`src/rtl/fpu_scheduler.sv`:
```
// Round-robin issue controller sharing one combinational FPU between two requesters.
// Operands are held on the FPU for LATENCY cycles, then the result is returned via valid/ready.
module fpu_scheduler #(
  parameter int unsigned LATENCY = 3
) (
  input  logic        CLK,
  input  logic        RESET,
  input  logic        REQ0_VALID,
  output logic        REQ0_READY,
  input  logic [31:0] REQ0_DATA1,
  input  logic [31:0] REQ0_DATA2,
  input  logic [31:0] REQ0_DATA3,
  input  logic [4:0]  REQ0_SELECT,
  input  logic        REQ1_VALID,
  output logic        REQ1_READY,
  input  logic [31:0] REQ1_DATA1,
  input  logic [31:0] REQ1_DATA2,
  input  logic [31:0] REQ1_DATA3,
  input  logic [4:0]  REQ1_SELECT,
  output logic        RESP_VALID,
  input  logic        RESP_READY,
  output logic        RESP_ID,
  output logic [31:0] RESP_RESULT,
  output logic        RESP_ERR,
  output logic [31:0] FPU_DATA1,
  output logic [31:0] FPU_DATA2,
  output logic [31:0] FPU_DATA3,
  output logic [4:0]  FPU_SELECT,
  input  logic [31:0] FPU_RESULT,
  output logic        BUSY
);

  typedef enum logic [1:0] {
    IDLE = 2'd0,
    EXEC = 2'd1,
    RESP = 2'd2
  } state_t;

  state_t      state;
  state_t      state_nx;
  logic        prio;
  logic [7:0]  cnt;
  logic [31:0] op1;
  logic [31:0] op2;
  logic [31:0] op3;
  logic [4:0]  op_sel;
  logic        id_q;
  logic [31:0] res_q;
  logic        err_q;

  logic        grant0;
  logic        grant1;
  logic        accept;
  logic [31:0] acc_d1;
  logic [31:0] acc_d2;
  logic [31:0] acc_d3;
  logic [4:0]  acc_sel;
  logic        acc_legal;

  // Grant is withheld while RESET is high so no requester sees READY during reset.
  always_comb begin
    grant0 = 1'b0;
    grant1 = 1'b0;
    if (state == IDLE && !RESET) begin
      if (REQ0_VALID && (!REQ1_VALID || !prio)) begin
        grant0 = 1'b1;
      end else if (REQ1_VALID) begin
        grant1 = 1'b1;
      end
    end
  end

  always_comb begin
    accept    = grant0 | grant1;
    acc_d1    = grant1 ? REQ1_DATA1  : REQ0_DATA1;
    acc_d2    = grant1 ? REQ1_DATA2  : REQ0_DATA2;
    acc_d3    = grant1 ? REQ1_DATA3  : REQ0_DATA3;
    acc_sel   = grant1 ? REQ1_SELECT : REQ0_SELECT;
    // FSQRT (01101) and everything from FCVTWUS (10011) upward is unimplemented.
    acc_legal = (acc_sel <= 5'd18) && (acc_sel != 5'd13);
  end

  always_comb begin
    state_nx = state;
    case (state)
      IDLE: begin
        if (accept) begin
          state_nx = acc_legal ? EXEC : RESP;
        end
      end
      EXEC: begin
        if (cnt == '0) begin
          state_nx = RESP;
        end
      end
      RESP: begin
        if (RESP_READY) begin
          state_nx = IDLE;
        end
      end
      default: state_nx = IDLE;
    endcase
  end

  always_ff @(posedge CLK or posedge RESET) begin
    if (RESET) begin
      state <= IDLE;
    end else begin
      state <= state_nx;
    end
  end

  always_ff @(posedge CLK or posedge RESET) begin
    if (RESET) begin
      prio   <= 1'b0;
      cnt    <= '0;
      op1    <= '0;
      op2    <= '0;
      op3    <= '0;
      op_sel <= '0;
      id_q   <= 1'b0;
      res_q  <= '0;
      err_q  <= 1'b0;
    end else begin
      case (state)
        IDLE: begin
          if (accept) begin
            op1    <= acc_d1;
            op2    <= acc_d2;
            op3    <= acc_d3;
            op_sel <= acc_sel;
            id_q   <= grant1;
            if (acc_legal) begin
              cnt <= 8'(LATENCY - 1);
            end else begin
              res_q <= '0;
              err_q <= 1'b1;
            end
          end
        end
        EXEC: begin
          if (cnt == '0) begin
            res_q <= FPU_RESULT;
            err_q <= 1'b0;
          end else begin
            cnt <= cnt - 8'd1;
          end
        end
        RESP: begin
          if (RESP_READY) begin
            prio <= ~id_q;
          end
        end
        default: ;
      endcase
    end
  end

  always_comb begin
    REQ0_READY  = grant0;
    REQ1_READY  = grant1;
    BUSY        = (state != IDLE);
    RESP_VALID  = (state == RESP);
    RESP_ID     = id_q;
    RESP_RESULT = res_q;
    RESP_ERR    = err_q;
    FPU_DATA1   = BUSY ? op1    : '0;
    FPU_DATA2   = BUSY ? op2    : '0;
    FPU_DATA3   = BUSY ? op3    : '0;
    FPU_SELECT  = BUSY ? op_sel : '0;
  end

endmodule

```
`config.mk`:
```
export PLATFORM = sky130hd
export DESIGN_NAME = fpu_scheduler
export DESIGN_NICKNAME = d
export VERILOG_FILES = /design/src/rtl/fpu_scheduler.sv
export SDC_FILE = /design/constraint.sdc
export NUM_CORES = 1
export LEC_CHECK = 0
export ABC_CLOCK_PERIOD_IN_PS = 15600
export CORE_AREA = 4 4 144 146
export DETAILED_ROUTE_END_ITERATION = 16
export DIE_AREA = 0 0 148 150
export GPL_TIMING_DRIVEN = 0
export PLACE_DENSITY = 0.76
export SLEW_MARGIN = 15
export SYNTH_ARGS = -nofsm -noshare
export SYNTH_HDL_FRONTEND = slang
export SYNTH_SLANG_ARGS = --single-unit
```
`constraint.sdc`:
```
create_clock -name CLK -period 15.6 [get_ports CLK]
set_input_delay 3.9 -clock CLK [delete_from_list [all_inputs] [get_ports CLK]]
set_output_delay 3.9 -clock CLK [all_outputs]
set_load 0.005 [all_outputs]
```
After elaboration in Yosys (flattened, before gate mapping)
Cells that the tools add are included.
{"block": "totals", "output_inout_bits": 139, "ff_bits": 146, "input_bits": 239}
{"block": "classes", "muxes": 30, "n_addsub": 1, "n_reduce_logical": 16, "eq_ne": 9, "n_lt_le_gt_ge": 1, "bitwise": 2}
{"operator": "$mux 32", "count": 9}
{"operator": "$pmux 32 s2", "count": 1}
{"operator": "$mux 8", "count": 3}
{"operator": "$pmux 8 s2", "count": 1}
{"operator": "$mux 5", "count": 2}
{"operator": "$ne 2x2->1 const B", "count": 5}
{"operator": "$logic_not 8->1", "count": 1}
{"operator": "$mux 1", "count": 8}
{"operator": "$mux 2", "count": 4}
{"operator": "$reduce_and 4->1", "count": 2}
{"operator": "$sub 8x1->8 const B", "count": 1}
{"operator": "$pmux 2 s3", "count": 1}
{"operator": "$le 5x5->1 const B", "count": 1}
{"operator": "$ne 5x4->1 const B", "count": 1}
{"operator": "$reduce_and 2->1", "count": 2}
{"operator": "$reduce_bool 2->1", "count": 2}
{"operator": "$logic_and 1x1->1", "count": 3}
{"operator": "$logic_not 1->1", "count": 3}
{"operator": "$reduce_and 3->1", "count": 1}
{"operator": "$eq 2x1->1 const B", "count": 1}
{"operator": "$eq 2x2->1 const B", "count": 1}
{"operator": "$logic_not 2->1", "count": 1}
{"operator": "$ne 2x1->1 const B", "count": 1}
{"operator": "$pmux 1 s2", "count": 1}
{"operator": "other kinds (3)", "count": 3}

Longest topological paths before layout
Gate-level depths: netlist (run 1).
{"block": "logic_depth", "word_depth": 11, "ltp_mapped": 8, "ltp_nobuf": 6}

Least setup slack after synthesis (run 1)
OpenSTA, ideal clock, no wires.
{"block": "synth_path", "path_kind": "input -> output", "start": "in RESET", "end": "out REQ1_READY", "path_stages": 5, "n_path_buf": 2, "t_arrival_ns": 4.924, "slack_ns": 6.776, "cell_sequence": "nor4b_2 nand2_1 inv_1 buf_2 buf_2"}
{"block": "synth_via", "elab_chain_len": 3}
{"item": "from (decl)", "line": "7", "rtl": "input logic RESET,"}
{"item": "$logic_not 1->1 (no line)"}
{"item": "$logic_and 1x1->1", "line": "64", "rtl": "if (state == IDLE && !RESET) begin"}
{"item": "$mux 1", "line": "64"}
{"item": "to (decl)", "line": "15", "rtl": "output logic REQ1_READY,"}
No other way between the ends.

Final worst setup path (run 1)
Ends and elaborated chain as after synthesis.

==> impl_metrics.py, run 1 <==
metrics = {
    "timing": {
        "setup_violations": 0,
        "post-route-min-period_ns": 10.47,
        "tightest_slew_ns": 0.761,
        "tns_ns": 0,
        "slew_headroom_pct": 49.3,
        "grt_setup_unrepaired": "false",
        "finalHoldViolCount": 0,
        "slew_violations": 0,
        "fin_skew_ns": 0.00782,
        "max_freq_ghz": 0.0955,
        "hold_slack_ns": 0.485,
        "post-route-period-util_pct": 67.1,
    },
    "critical_path": {
        "critPathRequiredTime_ns": 11.70,
        "timing.rr.end": "op1[20]",
        "rrSetupSlack_ns": 13.12,
        "cpMaxStageDelayCell": "clkdlybuf4s50_1",
        "cp_cell_sequence": "clkdlybuf4s50_1, nor4b_2, nand2_1, inv_1, buf_2, buf_2, clkdlybuf4s50_1",
        "crit_path_end_kind": "output port",
        "critPathTopFamily": "buffers and inverters",
        "cp_num_buf_inv": 5,
        "worstSetupPathType": "in2out",
        "r2r_cells": 7,
        "slowest_delay_ns": 0.59,
        "crit_fanout": 10,
        "arrival_ns": 6.57,
        "reg2reg_from": "state[0]",
        "crit_path_start_kind": "primary input",
    },
    "synth": {
        "ys_seq_area_share_pct": 50.2,
        "synth_nets": 1039,
        "ys.flop_type": "dfrtp_1",
        "syn_area_per_cell_sq_um": 9.12,
        "synth_area_sq_um": 7280,
        "synth.top_cell.area_share_pct": 50.2,
        "async_flop_share_pct": 100,
        "synth_edf_count": 0,
        "synth_area_leader_cell": "dfrtp_1",
        "syn_inst": 798,
        "ys_types": 36,
        "ys_top_cells_by_count": "nand2_1 (202), dfrtp_1 (146), and2_1 (101), a22oi_1 (97), clkbuf_1 (43)",
        "synth.ff_latch_count": 146,
        "ys_warn_count": 0,
        "synth_area_leaders": "dfrtp_1 (50%), nand2_1 (10%), a22oi_1 (10%)",
        "post-synth-top-count-cell": "nand2_1",
    },
    "clock_network": {
        "clkSinkCount": 146,
        "postCtsSetupBuffers": 0,
        "postCtsHoldBufs": 0,
        "clock_path_buffers": 2,
        "cts_tree": "built",
        "cts_resized": 0,
        "clk_latency_ns": 0.43,
        "cts_inserted_buffers": 17,
        "clk_pin_slew_ns": 0.06,
        "cts-root-buf": "clkbuf_16",
        "cts_htree_levels": 4,
    },
    "floorplanning": {
        "num_io_pins": 378,
        "dieArea_sq_um": 22200,
        "fp.coreArea_sq_um": 19400,
        "start_util_pct": 37.5,
        "rows": 51,
        "die_w_um": 148,
        "die_h_um": 150,
    },
    "power_and_ir_drop": {
        "p_per_area_nw_per_um2": 177,
        "comb_power_share_pct": 48.7,
        "p_int_mw": 1.35,
        "pwr-share-clk_pct": 21.2,
        "ir_drop_mv": 0.0846,
        "total_power_mw": 2.13,
        "switchingPower_mw": 0.783,
        "seq_power_share_pct": 30.1,
        "switching_share_pct": 36.8,
        "power_leakage_nw": 5.17,
    },
    "hold_path": {
        "hp-start": "op3[17]",
        "hold_end": "op3[17]",
        "hp-class": "reg2reg",
        "hold-path-cell-count": 2,
    },
    "grt": {
        "overflow": 0,
        "grt_usage_pct": 26.2,
        "grt_max_degree": 105,
        "grt_pass1_wl_um": 44600,
        "antenna_found_initial": 2,
        "grt_pass1_vias": 7783,
    },
    "placement": {
        "place_congestion": 0.895,
        "portBuffers": 377,
        "dp_hpwl_um": 22900,
    },
    "layout": {
        "area_delta_synth_final_pct": 65.7,
        "drive_gt1_share_pct": 4.97,
        "layout.nets": 1436,
        "utilization_pct": 62.2,
    },
    "route": {
        "drt_iter0_drc": 525,
        "wire_per_inst_um": 20.5,
        "vias": 7813,
        "drt_wl_total_um": 30300,
        "drc": 0,
        "antenna_left": 0,
        "drt_first_pass_iters": 5,
        "vias_per_cell": 5.30,
    },
    "run": {
        "max_cap_viol_count": 0,
    },
    "outcome": {
        "status": "completed",
    },
}
flip-flops by register name, summed over array words and instances (netlist names):
| name | count |
|---|---|
| state | 2 |
| prio | 1 |
| op3 | 32 |
| op_sel | 5 |
| cnt | 8 |
| RESP_ID | 1 |
| op1 | 32 |
| RESP_RESULT | 32 |
| op2 | 32 |
| RESP_ERR | 1 |
cells in the final DEF, fill, tap and decap left out, types with 2 or more instances in the layout:
cell | netlist | final
nand3_1 | 37 | 37
inv_6 | 0 | 3
clkbuf_16 | 0 | 17
a2bb2oi_1 | 2 | 2
buf_2 | 22 | 22
nor2_1 | 9 | 9
a22oi_1 | 97 | 97
inv_8 | 0 | 2
nor3_1 | 2 | 2
clkdlybuf4s50_1 | 0 | 377
nor4_1 | 2 | 2
nor4b_2 | 2 | 2
a41oi_1 | 35 | 35
buf_1 | 3 | 3
nand2b_1 | 4 | 4
nand2_1 | 202 | 202
clkinv_2 | 0 | 2
clkbuf_1 | 43 | 43
clkinv_4 | 0 | 3
o21ai_0 | 4 | 4
bufinv_16 | 0 | 4
a31oi_1 | 34 | 34
or3_1 | 4 | 4
mux2i_1 | 7 | 7
ha_1 | 2 | 2
a21oi_1 | 13 | 13
nand4b_1 | 2 | 2
dfrtp_1 | 146 | 146
o21ai_1 | 5 | 5
inv_1 | 8 | 7
and2_1 | 101 | 101
metal layers:
layer	global-route usage, %	up-vias	routed length, um
li1	-	3635	-
met1	32.1	3762	11600
met2	45.1	382	15400
met3	7.81	32	2870
met4	7.30	2	404
met5	0	-	13
final cells by class:
| type | count | area, sq um |
|---|---|---|
| fillers | 1710 | 7340 |
| well taps | 265 | 332 |
| inverters | 9 | 41.3 |
| plain buffers | 69 | 294 |
| multi-input cells | 574 | 3300 |
| clock inverters | 14 | 201 |
| diodes | 1 | 2.50 |
| repair buffers | 378 | 3800 |
| flip-flops and latches | 146 | 3650 |
| clock buffers | 18 | 439 |
stage by stage:
| stage | cell area [sq um] | cells | worst slack (ns) |
|---|---|---|---|
| after global placement | 11400 | 1440 | 5.25 |
| after detailed placement | 11400 | 1441 | 5.16 |
| after global routing | 12100 | 1474 | 4.99 |
| final | 12100 | 1474 | 5.13 |
| after floorplan | 7280 | 798 | 6.78 |
| after CTS | 12100 | 1473 | 5.14 |
worst max-delay path by stage:
stage,endpoint,from,slack [ns],cells past startpoint
floorplan,REQ1_READY,RESET,6.78,5
global placement,REQ1_READY,REQ1_VALID,5.25,7
detailed placement,REQ1_READY,RESET,5.16,7
CTS,REQ1_READY,RESET,5.14,7
global route,REQ1_READY,RESET,4.99,7
finish,REQ1_READY,RESET,5.13,7
worst register-to-register path, cell delays in order, from the launching register on:
cell	delay [ns]
dfrtp_1	0.46
nor4b_2	0.44
nand2_1	0.30
inv_1	0.17
buf_2	0.29
clkbuf_1	0.48
a22oi_1	0.17
nand2_1	0.09
power by group through the flow:
stage               Clock, mW  Sequential, mW  Combinational [mW]
floorplan                   0           0.617               0.495
CTS                     0.456           0.638                1.05
detailed placement          0           0.642                1.04
global placement            0           0.635                1.03
finish                  0.452           0.640                1.04
global route            0.475           0.659                1.13
kinds of logic after synthesis:
kind of cell,synth area share (%)
buffers and inverters,4.50
multiplexers,0.963
adder cells (fa/ha/maj),0.344
flip-flops,50.2
AND/OR/NAND/NOR,24.0
AO/OA/AOI/OAI,20.0
Note: power is estimated with default switching activity, not from simulation.
==> inputs of run 2 (changes only) <==
- ABC_CLOCK_PERIOD_IN_PS: 15600 -> 10400
- clock period: 15.6 -> 10.4 ns (I/O delays scaled with it)
==> results of run 2 <==
The final DEF is identical to that of run 1. Status: completed.
Among the figures that moved: setup slack after placement 5.16 ns -> 2.56 ns; setup slack after layout 5.13 ns -> 2.53 ns; register-to-register setup slack 13.12 ns -> 7.92 ns; total power 2.13 mW -> 3.19 mW; worst IR drop on VDD 0.0846 mV -> 0.127 mV
